### config.mk
export PLATFORM = sky130hd
export DESIGN_NAME = notch_tone_gen
export DESIGN_NICKNAME = d
export VERILOG_FILES = /design/src/rtl/notch_tone_gen.sv
export SDC_FILE = /design/constraint.sdc
export NUM_CORES = 1
export LEC_CHECK = 0
export ABC_AREA = 1
export CAP_MARGIN = 0
export CORE_ASPECT_RATIO = 0.75
export CORE_MARGIN = 2
export CORE_UTILIZATION = 62
export DETAILED_ROUTE_END_ITERATION = 10
export DONT_BUFFER_PORTS = 1
export GPL_ROUTABILITY_DRIVEN = 0
export GPL_TIMING_DRIVEN = 0
export PLACE_DENSITY = 0.87
export REMOVE_ABC_BUFFERS = 1
export SLEW_MARGIN = 10
export SYNTH_ARGS = -nofsm -noshare
export SYNTH_HDL_FRONTEND = slang
export SYNTH_SLANG_ARGS = --single-unit
### constraint.sdc
create_clock -name CLK -period 2 [get_ports CLK]
set_clock_uncertainty 0.15 [all_clocks]
set_input_delay 0.2 -clock CLK [delete_from_list [all_inputs] [get_ports CLK]]
set_output_delay 0.2 -clock CLK [all_outputs]
set_load 0.03 [all_outputs]
### src/rtl/notch_tone_gen.sv
// Recursive unit-circle resonator streaming a test tone over valid/ready, re-seeded every RESYNC_LEN samples.
// Define TONE_GEN_SAT_EN to saturate the recurrence result; otherwise it wraps to WIDTH bits.
module notch_tone_gen #(
  parameter int unsigned              WIDTH      = 16,
  parameter int unsigned              COEF_W     = 18,
  parameter int unsigned              FRAC       = 14,
  parameter logic signed [COEF_W-1:0] COEF       = '0,
  parameter logic signed [WIDTH-1:0]  SEED       = WIDTH'(8192),
  parameter int unsigned              RESYNC_LEN = 8
) (
  input  logic                    CLK,
  input  logic                    rst_n,
  input  logic                    start,
  input  logic                    stop,
  input  logic                    out_ready,
  output logic signed [WIDTH-1:0] y_out,
  output logic                    y_valid,
  output logic                    busy
);

  localparam int unsigned ProdW = WIDTH + COEF_W;
  localparam int unsigned SumW  = WIDTH + 2;
  localparam int unsigned CntW  = $clog2(RESYNC_LEN);
  localparam logic [CntW-1:0] LastCnt = CntW'(RESYNC_LEN - 1);

  typedef enum logic [1:0] {StIdle, StSeed, StRun} state_e;

  state_e                  state_q, state_d;
  logic [CntW-1:0]         cnt_q, cnt_d;
  logic signed [WIDTH-1:0] y1_q, y1_d, y2_q, y2_d, y_out_q, y_out_d;
  logic                    valid_q, valid_d, busy_q;

  logic signed [ProdW-1:0] prod;
  logic signed [SumW-1:0]  sum;
  logic signed [WIDTH-1:0] next_y;
  logic                    accept;

  // Next recurrence sample from the current history.
  always_comb begin
    prod = ProdW'(COEF) * ProdW'(y1_q);
    sum  = SumW'(prod >>> FRAC) - SumW'(y2_q);
`ifdef TONE_GEN_SAT_EN
    if (sum[SumW-1:WIDTH-1] == {(SumW-WIDTH+1){1'b0}} ||
        sum[SumW-1:WIDTH-1] == {(SumW-WIDTH+1){1'b1}}) begin
      next_y = sum[WIDTH-1:0];
    end else if (sum[SumW-1]) begin
      next_y = {1'b1, {(WIDTH-1){1'b0}}};
    end else begin
      next_y = {1'b0, {(WIDTH-1){1'b1}}};
    end
`else
    next_y = WIDTH'(sum);
`endif
  end

  assign accept = valid_q & out_ready;

  always_comb begin
    state_d = state_q;
    cnt_d   = cnt_q;
    y1_d    = y1_q;
    y2_d    = y2_q;
    y_out_d = y_out_q;
    valid_d = valid_q;
    if (state_q != StIdle && stop) begin
      // stop wins over a same-cycle accept; the presented sample is dropped
      state_d = StIdle;
      cnt_d   = '0;
      y1_d    = '0;
      y2_d    = '0;
      y_out_d = '0;
      valid_d = 1'b0;
    end else begin
      case (state_q)
        StIdle: begin
          if (start && !stop) begin
            state_d = StSeed;
            cnt_d   = '0;
            y1_d    = '0;
            y2_d    = '0;
            y_out_d = '0;
            valid_d = 1'b1;
          end
        end
        StSeed: begin
          if (accept) begin
            state_d = StRun;
            cnt_d   = CntW'(1);
            y1_d    = SEED;
            y2_d    = '0;
            y_out_d = SEED;
          end
        end
        StRun: begin
          if (accept) begin
            if (cnt_q == LastCnt) begin
              state_d = StSeed;
              cnt_d   = '0;
              y1_d    = '0;
              y2_d    = '0;
              y_out_d = '0;
            end else begin
              cnt_d   = cnt_q + CntW'(1);
              y2_d    = y1_q;
              y1_d    = next_y;
              y_out_d = next_y;
            end
          end
        end
        default: begin
          state_d = StIdle;
          valid_d = 1'b0;
        end
      endcase
    end
  end

  always_ff @(posedge CLK or negedge rst_n) begin
    if (!rst_n) begin
      state_q <= StIdle;
      cnt_q   <= '0;
      y1_q    <= '0;
      y2_q    <= '0;
      y_out_q <= '0;
      valid_q <= 1'b0;
      busy_q  <= 1'b0;
    end else begin
      state_q <= state_d;
      cnt_q   <= cnt_d;
      y1_q    <= y1_d;
      y2_q    <= y2_d;
      y_out_q <= y_out_d;
      valid_q <= valid_d;
      busy_q  <= (state_d != StIdle);
    end
  end

  assign y_out   = y_out_q;
  assign y_valid = valid_q;
  assign busy    = busy_q;

endmodule

After elaboration in Yosys (flattened, before gate mapping):

Index checks and enable logic that the tools add are counted.

* $add $sub $neg: 2
* equality and inequality tests: 7
* muxes and demuxes: 26
* bitwise logic cells: 1
* reductions and logical operators: 10

Operator list (count)
* $mux W16: 9
* $pmux W16 S3: 2
* $sub A1 B16 Y16 const A: 1
* $mux W3: 5
* $mux W2: 5
* $ne A3 B3 Y1 const B: 3
* $pmux W3 S3: 1
* $pmux W2 S3: 1
* $reduce_and A4 Y1: 1
* $reduce_bool A2 Y1: 2
* $reduce_bool A4 Y1: 1
* $add A3 B1 Y3 const B: 1
* $eq A3 B3 Y1 const B: 1
* $eq A2 B1 Y1 const B: 1
* $eq A2 B2 Y1 const B: 1
* $logic_and A1 B1 Y1: 2
* $logic_not A2 Y1: 1
* $mux W1: 2
* $ne A2 B1 Y1 const B: 1
* $pmux W1 S2: 1
* $reduce_and A2 Y1: 1
* $reduce_or A2 Y1: 1
* $and A1 B1 Y1: 1
* $logic_not A1 Y1: 1

* flip-flop bits (word level): 39
* output and inout port bits: 18
* logic and storage cells: 52

Logic depth before layout (Yosys ltp):

* word-level depth: 6
* gate-level depth with buffers: 11
* depth with buffers taken out: 11

Least setup slack after synthesis:

OpenSTA, ideal clock, no wires.

* kind: register to register
* start: register state_q[0]
* end: register y_out_q[0], in the netlist y_out[0]
* library setup time: 127 ps
* arrival: 1400 ps
* required time: 1723 ps
* slack: 323 ps
* cell stages (with the launch flop): 10
* path buffers: 2
* cell sequence: dfrtp_1 > inv_1 > ha_1 > inv_1 > nand3_1 > nand3_2 > buf_6 > buf_8 > nand2_1 > o21ai_0

* word-level cells in the longest chain between the ends: 4

Ends and longest elaborated chain
* start: declaration: RTL line 28 `state_e state_q, state_d;`
* start signal: assignment: RTL line 120 `state_q <= StIdle;`
* start signal: assignment: RTL line 128 `state_q <= state_d;`
* $reduce_bool A2 Y1: RTL line 65 `if (state_q != StIdle && stop) begin`
* $logic_and A1 B1 Y1: RTL line 65
* $ne A3 B3 Y1 (no line) or $reduce_bool A4 Y1 (tied branches)
* $reduce_and A4 Y1 (no line)
* end signal: assignment: RTL line 132 `y_out_q <= y_out_d;`
* end: declaration: RTL line 30 `logic signed [WIDTH-1:0] y1_q, y1_d, y2_q, y2_d, y_out_q, y_out_d;`

Several ways; a longest one is shown, not always the timed one.
A chain may end at the register's enable or synchronous reset.

Final worst setup path:

* start: register state_q[0]
* end: register y2_q[5]

* word-level cells in the longest chain between the ends: 4

Ends and longest elaborated chain
* $reduce_bool A2 Y1: RTL line 65
* $logic_and A1 B1 Y1: RTL line 65
* $ne A3 B3 Y1 (no line) or $reduce_bool A4 Y1 (tied branches)
* $reduce_and A4 Y1 (no line)
* end signal: assignment: RTL line 131 `y2_q <= y2_d;`
* end: declaration: RTL line 30

Several ways; a longest one is shown, not always the timed one.

==> Implementation_results.wiki <==
{| class="wikitable"
! Metric !! Value
|-
| Result of the run || finished clean
|-
| Total setup violations reported at the end of the flow || 0
|-
| Core Box Area || 3240 µm²
|-
| Actual transition at the worst max-transition pin || 354 ps
|-
| Max Cap Viol || 0
|-
| Total global routing overflow || 0
|-
| Register area share after synthesis || 0.468
|-
| Crit. End Element || flop
|-
| Simple-gate share of the synthesized area || 0.328
|-
| Cell-by-cell trace of the critical path || buf_4, ha_1, inv_2, nand2_2, nand3_4, nand3_4, nor2_4, buf_4, nand2_1, o21ai_0
|-
| CTS tree || yes
|-
| Asr flop ratio synth || 1.00
|-
| Count of unresolved DRC violations after routing || 0
|-
| Share of synthesized area spent on multiplexers || 0
|-
| Final period demand of the worst path || 1910 ps
|-
| Average detailed-routed wire length per instance || between 10 and 15 µm
|-
| Worst r2r dst || y2_q[5]
|-
| CTS H-tree lvls || 2
|-
| Tightest slew margin relative to the limit || 0.764
|-
| Critical Path RT || 2050 ps
|-
| Hold depth || 6
|-
| Number of antenna violations at the first check in global routing || 0
|-
| Clk pin slew, worst setup/hold paths || 80 ps
|-
| #FFs+latches synth || 39
|-
| Final #Nets || around 300
|-
| First-pass GRT wire length || 7.25 mm
|-
| Detailed-route vias per instance || 5.44
|-
| Largest net degree at the start of global routing || 40
|-
| Final Max Slew Viols || 0
|-
| VDD IR-drop max || 0.591 mV
|-
| IO Pins || 23
|-
| Pre-CTS setup slack || -592 ps
|-
| Final period utilization || 0.957
|-
| Cell area after synthesis || 2090 µm²
|-
| Pleak || 1.32 nW
|-
| Synth Area in XOR/XNOR || 0.0126
|-
| CP Data Arrival Time || ~2000 ps
|-
| PnR Total Power || 2.65 mW
|-
| Row Count || 18
|-
| Share of the synthesized area in compound gates (AO/OA/AOI/OAI) || 0.0701
|-
| Area of the die || between 3000 and 4000 µm²
|-
| CTS buffer count || 5
|-
| Number of cells traversed by the worst register-to-register path || 10
|-
| Global-route usage over all layers || 0.247
|-
| Non-Filler Cell Area, Final || roughly 2300 µm²
|-
| HPWL after DPL || 2.91 mm
|-
| Port-buffer cells || 0
|-
| Number of clock sinks || 39
|-
| Mean area per synthesized cell || 7.62 µm²
|-
| Antenna-violating nets left || 0
|-
| Library cell contributing the largest single delay on the critical path || dfrtp_1
|-
| Worst Hold Class || in2reg
|-
| Number of distinct library cell variants in the gate-level netlist after synthesis || 19
|-
| Final worst slack || 85.2 ps
|-
| Power Dens Cells || about 1100 nW/µm²
|-
| Number of flops mapped to enable cells by yosys || 0
|-
| Placed instance area || between 2000 and 2500 µm²
|-
| Adder-Cell Fraction of Synth Area || 0.0420
|-
| Initial DRC Count || 282
|-
| Area growth from synthesis to layout || 12.5%
|-
| Start of the worst register-to-register path || state_q[0]
|-
| CP max FO || 7
|-
| Stage delay of the slowest cell on the critical path || 410 ps
|-
| Diodes inserted || 0
|-
| Hold Path End || state_q[0]
|-
| Internal reg-to-reg setup slack || 90 ps
|-
| Final Hold Viols || 0
|-
| Ys flop type || dfrtp_1
|-
| Die Width || 71.0 µm
|-
| Height of the die || 54.2 µm
|-
| Master cell of the clock root buffer || clkbuf_8
|-
| Start point of the worst min-delay path || start
|-
| Share of layout cells above drive strength 1 || 0.122
|-
| Initial standard-cell utilization of the core || 0.644
|-
| Main combinational cell family by area after synthesis || simple AND/OR/NAND/NOR gates
|-
| Kind of start point of the critical path || flop
|-
| WL final || 4.52 mm
|-
| Number of global-route vias before repair || ~1600
|-
| Detailed Routing Iterations Pass 1 || 4
|-
| Clk Latency, worst-skew pair || 290 ps
|-
| Number of synthesis warnings || 0
|-
| Synthesized netlist cell count || 274
|-
| Maximum root-to-sink buffer count || 2
|-
| Maximum clock frequency || 0.522 GHz
|-
| Type of the worst setup path || reg2reg
|-
| Total number of vias || about 1800
|}
-- Yosys cell counts, types with 2 or more instances --
library cell	n	share of area
nor2_2	2	0.0060
ha_1	7	0.042
o21ai_1	2	0.0048
nand3_1	21	0.050
buf_6	3	0.016
dfrtp_1	39	0.47
nand2_1	106	0.19
nand3_2	2	0.0096
o21ai_0	22	0.053
xor2_1	3	0.013
inv_1	30	0.054
nor2_1	28	0.050
o21ai_2	3	0.013
-- cells by family after synthesis --
kind of cell	Yosys count
AO/OA/AOI/OAI	27
XOR/XNOR	3
adder cells (fa/ha/maj)	7
buffers and inverters	35
flip-flops	39
AND/OR/NAND/NOR	163
-- timing repair --
action | 4_1_cts | 5_1_grt
cloned | 1 | 0
setup endpoints to repair | 35 | 34
pin swaps | 3 | 0
hold buffers | 2 | 0
resized for setup | 2 | 13
setup buffers | 6 | 1
endpoints found under the hold margin | 39 | 0
-- registers in the layout (all words and copies together) (netlist names) --
name and count:
y_valid 1, state_q 2, y_out 16, cnt_q 3
busy 1, y2_q 16
-- per-layer routing --
metal	GRT usage	vias to the layer above	wire length (µm)
met5	0	-	0
met4	0.0786	0	40
met3	0.0792	7	372
met2	0.396	75	1990
met1	0.328	815	2120
li1	-	882	-
-- layout by cell type (no fill, tap or decap) --
cell type        n
nor2_1          27
nor2_4           2
clkbuf_8         5
ha_4             1
xor2_1           3
bufinv_16        1
buf_6            2
nand3_1         19
buf_12           1
inv_1           27
inv_2            3
dfrtp_1         39
dlygate4sd3_1    1
o21ai_2          3
nand3_4          2
nand2_1        105
nand2_4          1
clkinv_2         1
nor2_8           1
nand3_2          3
nor2_2           2
nand2_2          1
nand4_1          1
o21ai_1          3
clkinv_4         1
ha_1             6
buf_4            5
o21ai_0         21
-- power by group --
part           switching [mW]  total [mW]  leakage, nW  internal [mW]
logic                   0.718        1.06        0.720          0.343
registers              0.0991       0.940        0.539          0.841
clock network           0.280       0.652       0.0581          0.371
-- worst max-delay path by stage --
stage,startpoint,endpoint,slack [ps],cells past startpoint
after floorplan,state_q[0],y2_q[14],-90,8
after CTS,state_q[0],y_out[0],50,8
after global placement,state_q[0],y_out[14],-550,8
after global routing,state_q[0],y2_q[5],-10,10
after detailed placement,state_q[0],y2_q[5],-590,9
final,state_q[0],y2_q[5],90,10
-- worst max-delay path: cells and delay by family (launching register included) --
kind                       cells  cell delay [ps]
buffers and inverters          3              400
AOI/OAI and AO/OA              1              100
DFF                            1              410
and+or+nand+nor                5              540
adders and majority gates      1              220
-- layout make-up --
class / count / area (µm²)
well taps: 40 / 50.0
repair buffers: 9 / 90.1
multi-input cells: 201 / 1010
fillers: 240 / 895
clock inverters: 3 / 43.8
clock buffers: 5 / 68.8
inverters: 30 / 113
flip-flops and latches: 39 / 976
-- stage by stage --
step | cells | setup TNS, ps | utilization | hold WS [ps]
after floorplan | 269 | -1270 | - | -246
after global placement | 309 | -12480 | 0.642 | -245
after detailed placement | 309 | -14560 | 0.642 | -245
after CTS | 326 | 0 | 0.707 | 120
after global routing | 327 | -12.6 | 0.724 | 169
final | 327 | 0 | 0.724 | 129
(Power assumes the default switching activity.)
